File: src/rtl/cnt_capture_fifo_if.sv
// Bus between the counter-capture FIFO and its producer/consumer.
// slave is the FIFO side; master is the side that drives the counter and the read strobe.
interface cnt_capture_fifo_if #(
   parameter int AW = 2
);
   logic [7:0]  d_cnt;
   logic [2:0]  cnt_state;
   logic        rd_en;
   logic        clr_ovf;
   logic [7:0]  rd_data;
   logic        rd_dir;
   logic [2:0]  rd_state;
   logic        rd_valid;
   logic        empty;
   logic        full;
   logic [AW:0] count;
   logic        ovf;

   modport slave (
      input  d_cnt, cnt_state, rd_en, clr_ovf,
      output rd_data, rd_dir, rd_state, rd_valid, empty, full, count, ovf
   );

   modport master (
      output d_cnt, cnt_state, rd_en, clr_ovf,
      input  rd_data, rd_dir, rd_state, rd_valid, empty, full, count, ovf
   );
endinterface

File: src/rtl/cnt_capture_fifo.sv
// Captures every change of the upstream counter value, tagged with direction and
// counter state, into a small FIFO that a consumer drains with a read strobe.
module cnt_capture_fifo #(
   parameter int DEPTH = 4,
   parameter int AW    = 2
) (
   input logic              clk,
   input logic              reset_n,
   cnt_capture_fifo_if.slave bus
);

   localparam logic [AW:0] DEPTH_C = (AW+1)'(DEPTH);

   logic [11:0]   mem [DEPTH];
   logic [AW-1:0] wptr;
   logic [AW-1:0] rptr;
   logic [7:0]    prev;
   logic          primed;

   logic [7:0]    diff;
   logic          dir;
   logic          push_req;
   logic          pop_ok;
   logic          push_ok;
   logic          overflow;
   logic [AW:0]   count_next;

   // A modular difference below 128 counts as an up step; 128 itself is treated as down.
   always_comb begin
      diff       = bus.d_cnt - prev;
      dir        = (diff != 8'd0) && !diff[7];
      push_req   = primed && (bus.d_cnt != prev);
      pop_ok     = bus.rd_en && !bus.empty;
      push_ok    = push_req && (!bus.full || pop_ok);
      overflow   = push_req && bus.full && !pop_ok;
      count_next = bus.count;
      if (push_ok && !pop_ok) begin
         count_next = bus.count + 1'b1;
      end else if (pop_ok && !push_ok) begin
         count_next = bus.count - 1'b1;
      end
   end

   // Storage needs no reset: the pointers alone decide which entries are live.
   always_ff @(posedge clk) begin
      if (push_ok) begin
         mem[wptr] <= {bus.cnt_state, dir, bus.d_cnt};
      end
   end

   always_ff @(posedge clk or negedge reset_n) begin
      if (!reset_n) begin
         prev         <= 8'h00;
         primed       <= 1'b0;
         wptr         <= '0;
         rptr         <= '0;
         bus.count    <= '0;
         bus.empty    <= 1'b1;
         bus.full     <= 1'b0;
         bus.ovf      <= 1'b0;
         bus.rd_data  <= 8'h00;
         bus.rd_dir   <= 1'b0;
         bus.rd_state <= 3'd0;
         bus.rd_valid <= 1'b0;
      end else begin
         prev      <= bus.d_cnt;
         primed    <= 1'b1;
         bus.count <= count_next;
         bus.empty <= (count_next == '0);
         bus.full  <= (count_next == DEPTH_C);

         if (push_ok) begin
            wptr <= wptr + 1'b1;
         end

         // A read of a full FIFO sees the old entry even when the same slot is rewritten this edge.
         bus.rd_valid <= pop_ok;
         if (pop_ok) begin
            rptr         <= rptr + 1'b1;
            bus.rd_data  <= mem[rptr][7:0];
            bus.rd_dir   <= mem[rptr][8];
            bus.rd_state <= mem[rptr][11:9];
         end

         if (overflow) begin
            bus.ovf <= 1'b1;
         end else if (bus.clr_ovf) begin
            bus.ovf <= 1'b0;
         end
      end
   end

endmodule

File: src/flat_wrapper.sv
// flat-port wrapper written by rule: the top's interface ports become plain ports
module cnt_capture_fifo_flat 
#(
   parameter int DEPTH = 4,
   parameter int AW    = 2
)
  (clk, reset_n, bus_d_cnt, bus_cnt_state, bus_rd_en, bus_clr_ovf, bus_rd_data, bus_rd_dir, bus_rd_state, bus_rd_valid, bus_empty, bus_full, bus_count, bus_ovf);
  cnt_capture_fifo_if #(.AW(AW)) bus_i ();
  input logic clk;
  input logic reset_n;
  input wire logic [$bits(bus_i.d_cnt)-1:0] bus_d_cnt;
  input wire logic [$bits(bus_i.cnt_state)-1:0] bus_cnt_state;
  input wire logic [$bits(bus_i.rd_en)-1:0] bus_rd_en;
  input wire logic [$bits(bus_i.clr_ovf)-1:0] bus_clr_ovf;
  output wire logic [$bits(bus_i.rd_data)-1:0] bus_rd_data;
  output wire logic [$bits(bus_i.rd_dir)-1:0] bus_rd_dir;
  output wire logic [$bits(bus_i.rd_state)-1:0] bus_rd_state;
  output wire logic [$bits(bus_i.rd_valid)-1:0] bus_rd_valid;
  output wire logic [$bits(bus_i.empty)-1:0] bus_empty;
  output wire logic [$bits(bus_i.full)-1:0] bus_full;
  output wire logic [$bits(bus_i.count)-1:0] bus_count;
  output wire logic [$bits(bus_i.ovf)-1:0] bus_ovf;
  assign bus_i.d_cnt = bus_d_cnt;
  assign bus_i.cnt_state = bus_cnt_state;
  assign bus_i.rd_en = bus_rd_en;
  assign bus_i.clr_ovf = bus_clr_ovf;
  assign bus_rd_data = bus_i.rd_data;
  assign bus_rd_dir = bus_i.rd_dir;
  assign bus_rd_state = bus_i.rd_state;
  assign bus_rd_valid = bus_i.rd_valid;
  assign bus_empty = bus_i.empty;
  assign bus_full = bus_i.full;
  assign bus_count = bus_i.count;
  assign bus_ovf = bus_i.ovf;
  cnt_capture_fifo #(.DEPTH(DEPTH), .AW(AW)) u_core (.clk(clk), .reset_n(reset_n), .bus(bus_i));
endmodule
File: config.mk
export PLATFORM = sky130hd
export DESIGN_NAME = cnt_capture_fifo_flat
export DESIGN_NICKNAME = d
export VERILOG_FILES = /design/src/rtl/cnt_capture_fifo_if.sv /design/src/rtl/cnt_capture_fifo.sv /design/src/flat_wrapper.sv
export SDC_FILE = /design/constraint.sdc
export NUM_CORES = 1
export LEC_CHECK = 0
export CAP_MARGIN = 20
export CORE_ASPECT_RATIO = 0.9
export CORE_MARGIN = 2
export CORE_UTILIZATION = 35
export CTS_CLUSTER_DIAMETER = 30
export DETAILED_ROUTE_END_ITERATION = 12
export PLACE_DENSITY_LB_ADDON = 0.05
export SLEW_MARGIN = 10
export SYNTH_ARGS = -nofsm -noshare
export SYNTH_HDL_FRONTEND = slang
export SYNTH_SLANG_ARGS = --single-unit
File: constraint.sdc
create_clock -name clk -period 2.51 [get_ports clk]
set_input_delay 0.251 -clock clk [delete_from_list [all_inputs] [get_ports clk]]
set_output_delay 0.251 -clock clk [all_outputs]
set_load 0.03 [all_outputs]
==> impl_metrics.tcl <==
set metrics [dict create \
    fin_crit_ps 2179 \
    grt_overflow 0 \
    synthCells 226 \
    fp.coreArea_um2 9166 \
    dieArea_um2 10250 \
    status "completed" \
    fin_worst_skew_ps 8.068 \
    yosysMostFrequentCell "edfxtp_1" \
    placed_cells 393 \
    seq_area_frac_synth_pct 67.79 \
    grt_pass1_wl_um 10260 \
    io_buffer_count 33 \
    rows 33 \
    wl_um 6123 \
    pin_count 34 \
    drive_gt1_share_pct 17.42 \
    syn_area_per_cell_um2 14.64 \
    grt_max_degree 33 \
    yosys_warnings 0 \
    cts-root-buf "clkbuf_8" \
    ir_drop_uv 366.2 \
    clkTransAtPathRegs_ps 80 \
    htreeDepth 3 \
    vias 1856 \
    cts_setup_buffers 0 \
    hold_viol 0 \
    area.growth.synth_to_final_pct 24.01 \
    gp_congestion 0.6798 \
    die_h_um 96.25 \
    route.detailed.drc 0 \
    synthTopCellsByCount "edfxtp_1 (48), nand2_1 (47), dfrtp_1 (31)" \
    start_kind "input pin" \
    finalSetupViolations 0 \
    grt_pass1_vias 1886 \
    dp_hpwl_um 4177 \
    die_w_um 106.5 \
    via_per_inst 4.538 \
    pre_cts_slack_ps -37.87 \
    async_flop_share_pct 40.00 \
    fmax_mhz 458.9 \
    stdcell_count 409 \
    tritoncts "built" \
    cts_max_path_buffers 2 \
    synth_ff_type "edfxtp_1" \
    netlist_area_um2 3309 \
    syn_nets 254 \
    ys_ff_latch 80 \
    crit_fanout 4 \
    wl_per_cell_um 14.97 \
    synth_top_area_share_pct 43.55 \
    final_nets 310 \
    drt-initial-drc-count 42 \
    floorplan.initialDensity_pct 36.10 \
    critPathKind "input pin to register" \
    rsz0062_at_grt "no" \
    cts_resized 0 \
    diodes 0 \
    cts_made_buffers 9 \
    crit_path_end_kind "register" \
    track_usage_pct 13.50 \
    ant_nets 0 \
    drv_slew 0 \
    drv_cap 0 \
    hold_class "input pin to async pin" \
    fin_ws_ps 331.0 \
    power.leakage_nw 1.625 \
    drtPass1Iterations 4 \
    cp_data_required_time_ps 2590 \
    fin_crit_sh_pct 86.81 \
    yosys.area.top_type "edfxtp_1" \
    cts.sinks 80 \
    antenna_found_initial 0 \
    crit_arrival_ps 2260 \
    synth_area_leaders "edfxtp_1 (44%), dfrtp_1 (23%), mux4_2 (8.2%)" \
    synth_edf_count 48 \
    slew_headroom_pct 59.69 \
    power.density_nw_per_um2 1036 \
    power.total_w 0.004252 \
    cts_hold_buf 0 \
    yosysUniqueCellTypes 38 \
    worst_pin_slew_ps 604.7 \
    clk_latency_ps 340 \
]
==> kinds of logic after synthesis <==
group                      share of synthesized area (%)
other                                             0.1133
muxes                                              8.469
adders and majority gates                          4.915
and+or+nand+nor                                    9.339
xor gates and xnor gates                           1.853
AOI/OAI and AO/OA                                  4.764
buffers and inverters                              2.760
DFF                                                67.79
==> area by class of cell <==
type | instances | area [um^2]
Tap cell | 122 | 152.6
Sequential cell | 80 | 2243
Inverter | 14 | 52.55
Clock buffer | 12 | 135.1
Fill cell | 861 | 5062
Multi-Input combinational cell | 125 | 974.7
Timing Repair Buffer | 52 | 523.0
Clock inverter | 4 | 22.52
==> path summary, 6_finish.rpt <==
kind,from,end,slack (ps),cells past startpoint
max,bus_d_cnt[1],u_core.mem[3][8]$_DFFE_PP_,330,8
min,reset_n,u_core.bus.rd_valid$_DFF_PN0_,330,2
max reg2reg,u_core.prev[1]$_DFF_PN0_,u_core.mem[3][8]$_DFFE_PP_,350,8
min reg2reg,u_core.bus.rd_state[0]$_DFFE_PN0P_,u_core.bus.rd_state[0]$_DFFE_PN0P_,470,2
max in group asynchronous,reset_n,u_core.bus.empty$_DFF_PN1_,1840,2
min in group clk,u_core.bus.rd_state[0]$_DFFE_PN0P_,u_core.bus.rd_state[0]$_DFFE_PN0P_,470,2
==> cell usage in the layout (no fill, tap or decap), types with 2 or more instances in the layout <==
master | synthesis | routed
a21oi_1 | 3 | 3
and2_1 | 4 | 4
buf_12 | 0 | 4
buf_4 | 0 | 15
clkbuf_1 | 3 | 3
clkbuf_8 | 1 | 9
clkdlybuf4s50_1 | 0 | 33
clkinv_2 | 0 | 3
dfrtp_1 | 31 | 31
edfxtp_1 | 48 | 48
ha_1 | 13 | 13
inv_1 | 14 | 14
mux4_2 | 12 | 12
nand2_1 | 47 | 47
nand3_1 | 5 | 5
nor2_1 | 7 | 7
nor3_1 | 2 | 2
o211ai_1 | 2 | 2
o21a_1 | 2 | 2
o21ai_0 | 3 | 3
o21ai_1 | 2 | 2
xnor2_1 | 6 | 6
==> layer usage <==
layer | vias to the layer above | track usage (%) | routed length (um)
met5 | - | 0 | 0
li1 | 915 | - | -
met3 | 6 | 4.198 | 236
met1 | 901 | 18.69 | 3130
met2 | 34 | 20.67 | 2681
met4 | 0 | 3.896 | 74
==> critical path, stage by stage <==
cell and delay, ps:
clkdlybuf4s50_1 430, ha_1 310, nor2b_1 180, o31ai_2 290, nand4_1 130, a311oi_1 350, o211ai_1 110, and3_1 210
==> registers in the layout, indices dropped and copies added, names as in the netlist <==
register and cells:
u_core.mem 48, u_core.bus.rd_data 8, u_core.prev 8, u_core.bus.count 3, u_core.bus.rd_state 3, u_core.rptr 2
u_core.wptr 2, u_core.bus.empty 1, u_core.bus.full 1, u_core.bus.ovf 1, u_core.bus.rd_dir 1, u_core.bus.rd_valid 1
u_core.primed 1
==> report_power, final <==
part	switching, W	internal, W
Clock	0.000442	0.000356
Sequential	0.000181	0.00174
Combinational	0.000810	0.000726
Total	0.00143	0.00282
==> stage by stage <==
step	hold WS [ps]	util, %	setup TNS (ps)	area, um^2
final	327.8	44.77	0	4104
after global routing	358.0	44.77	0	4104
after CTS	336.1	44.77	0	4104
after detailed placement	463.5	43.05	-151.4	3946
after global placement	458.2	43.05	0	3946
after floorplan	-44.59	-	0	3309
No activity file was read; power rests on OpenSTA's default activity.
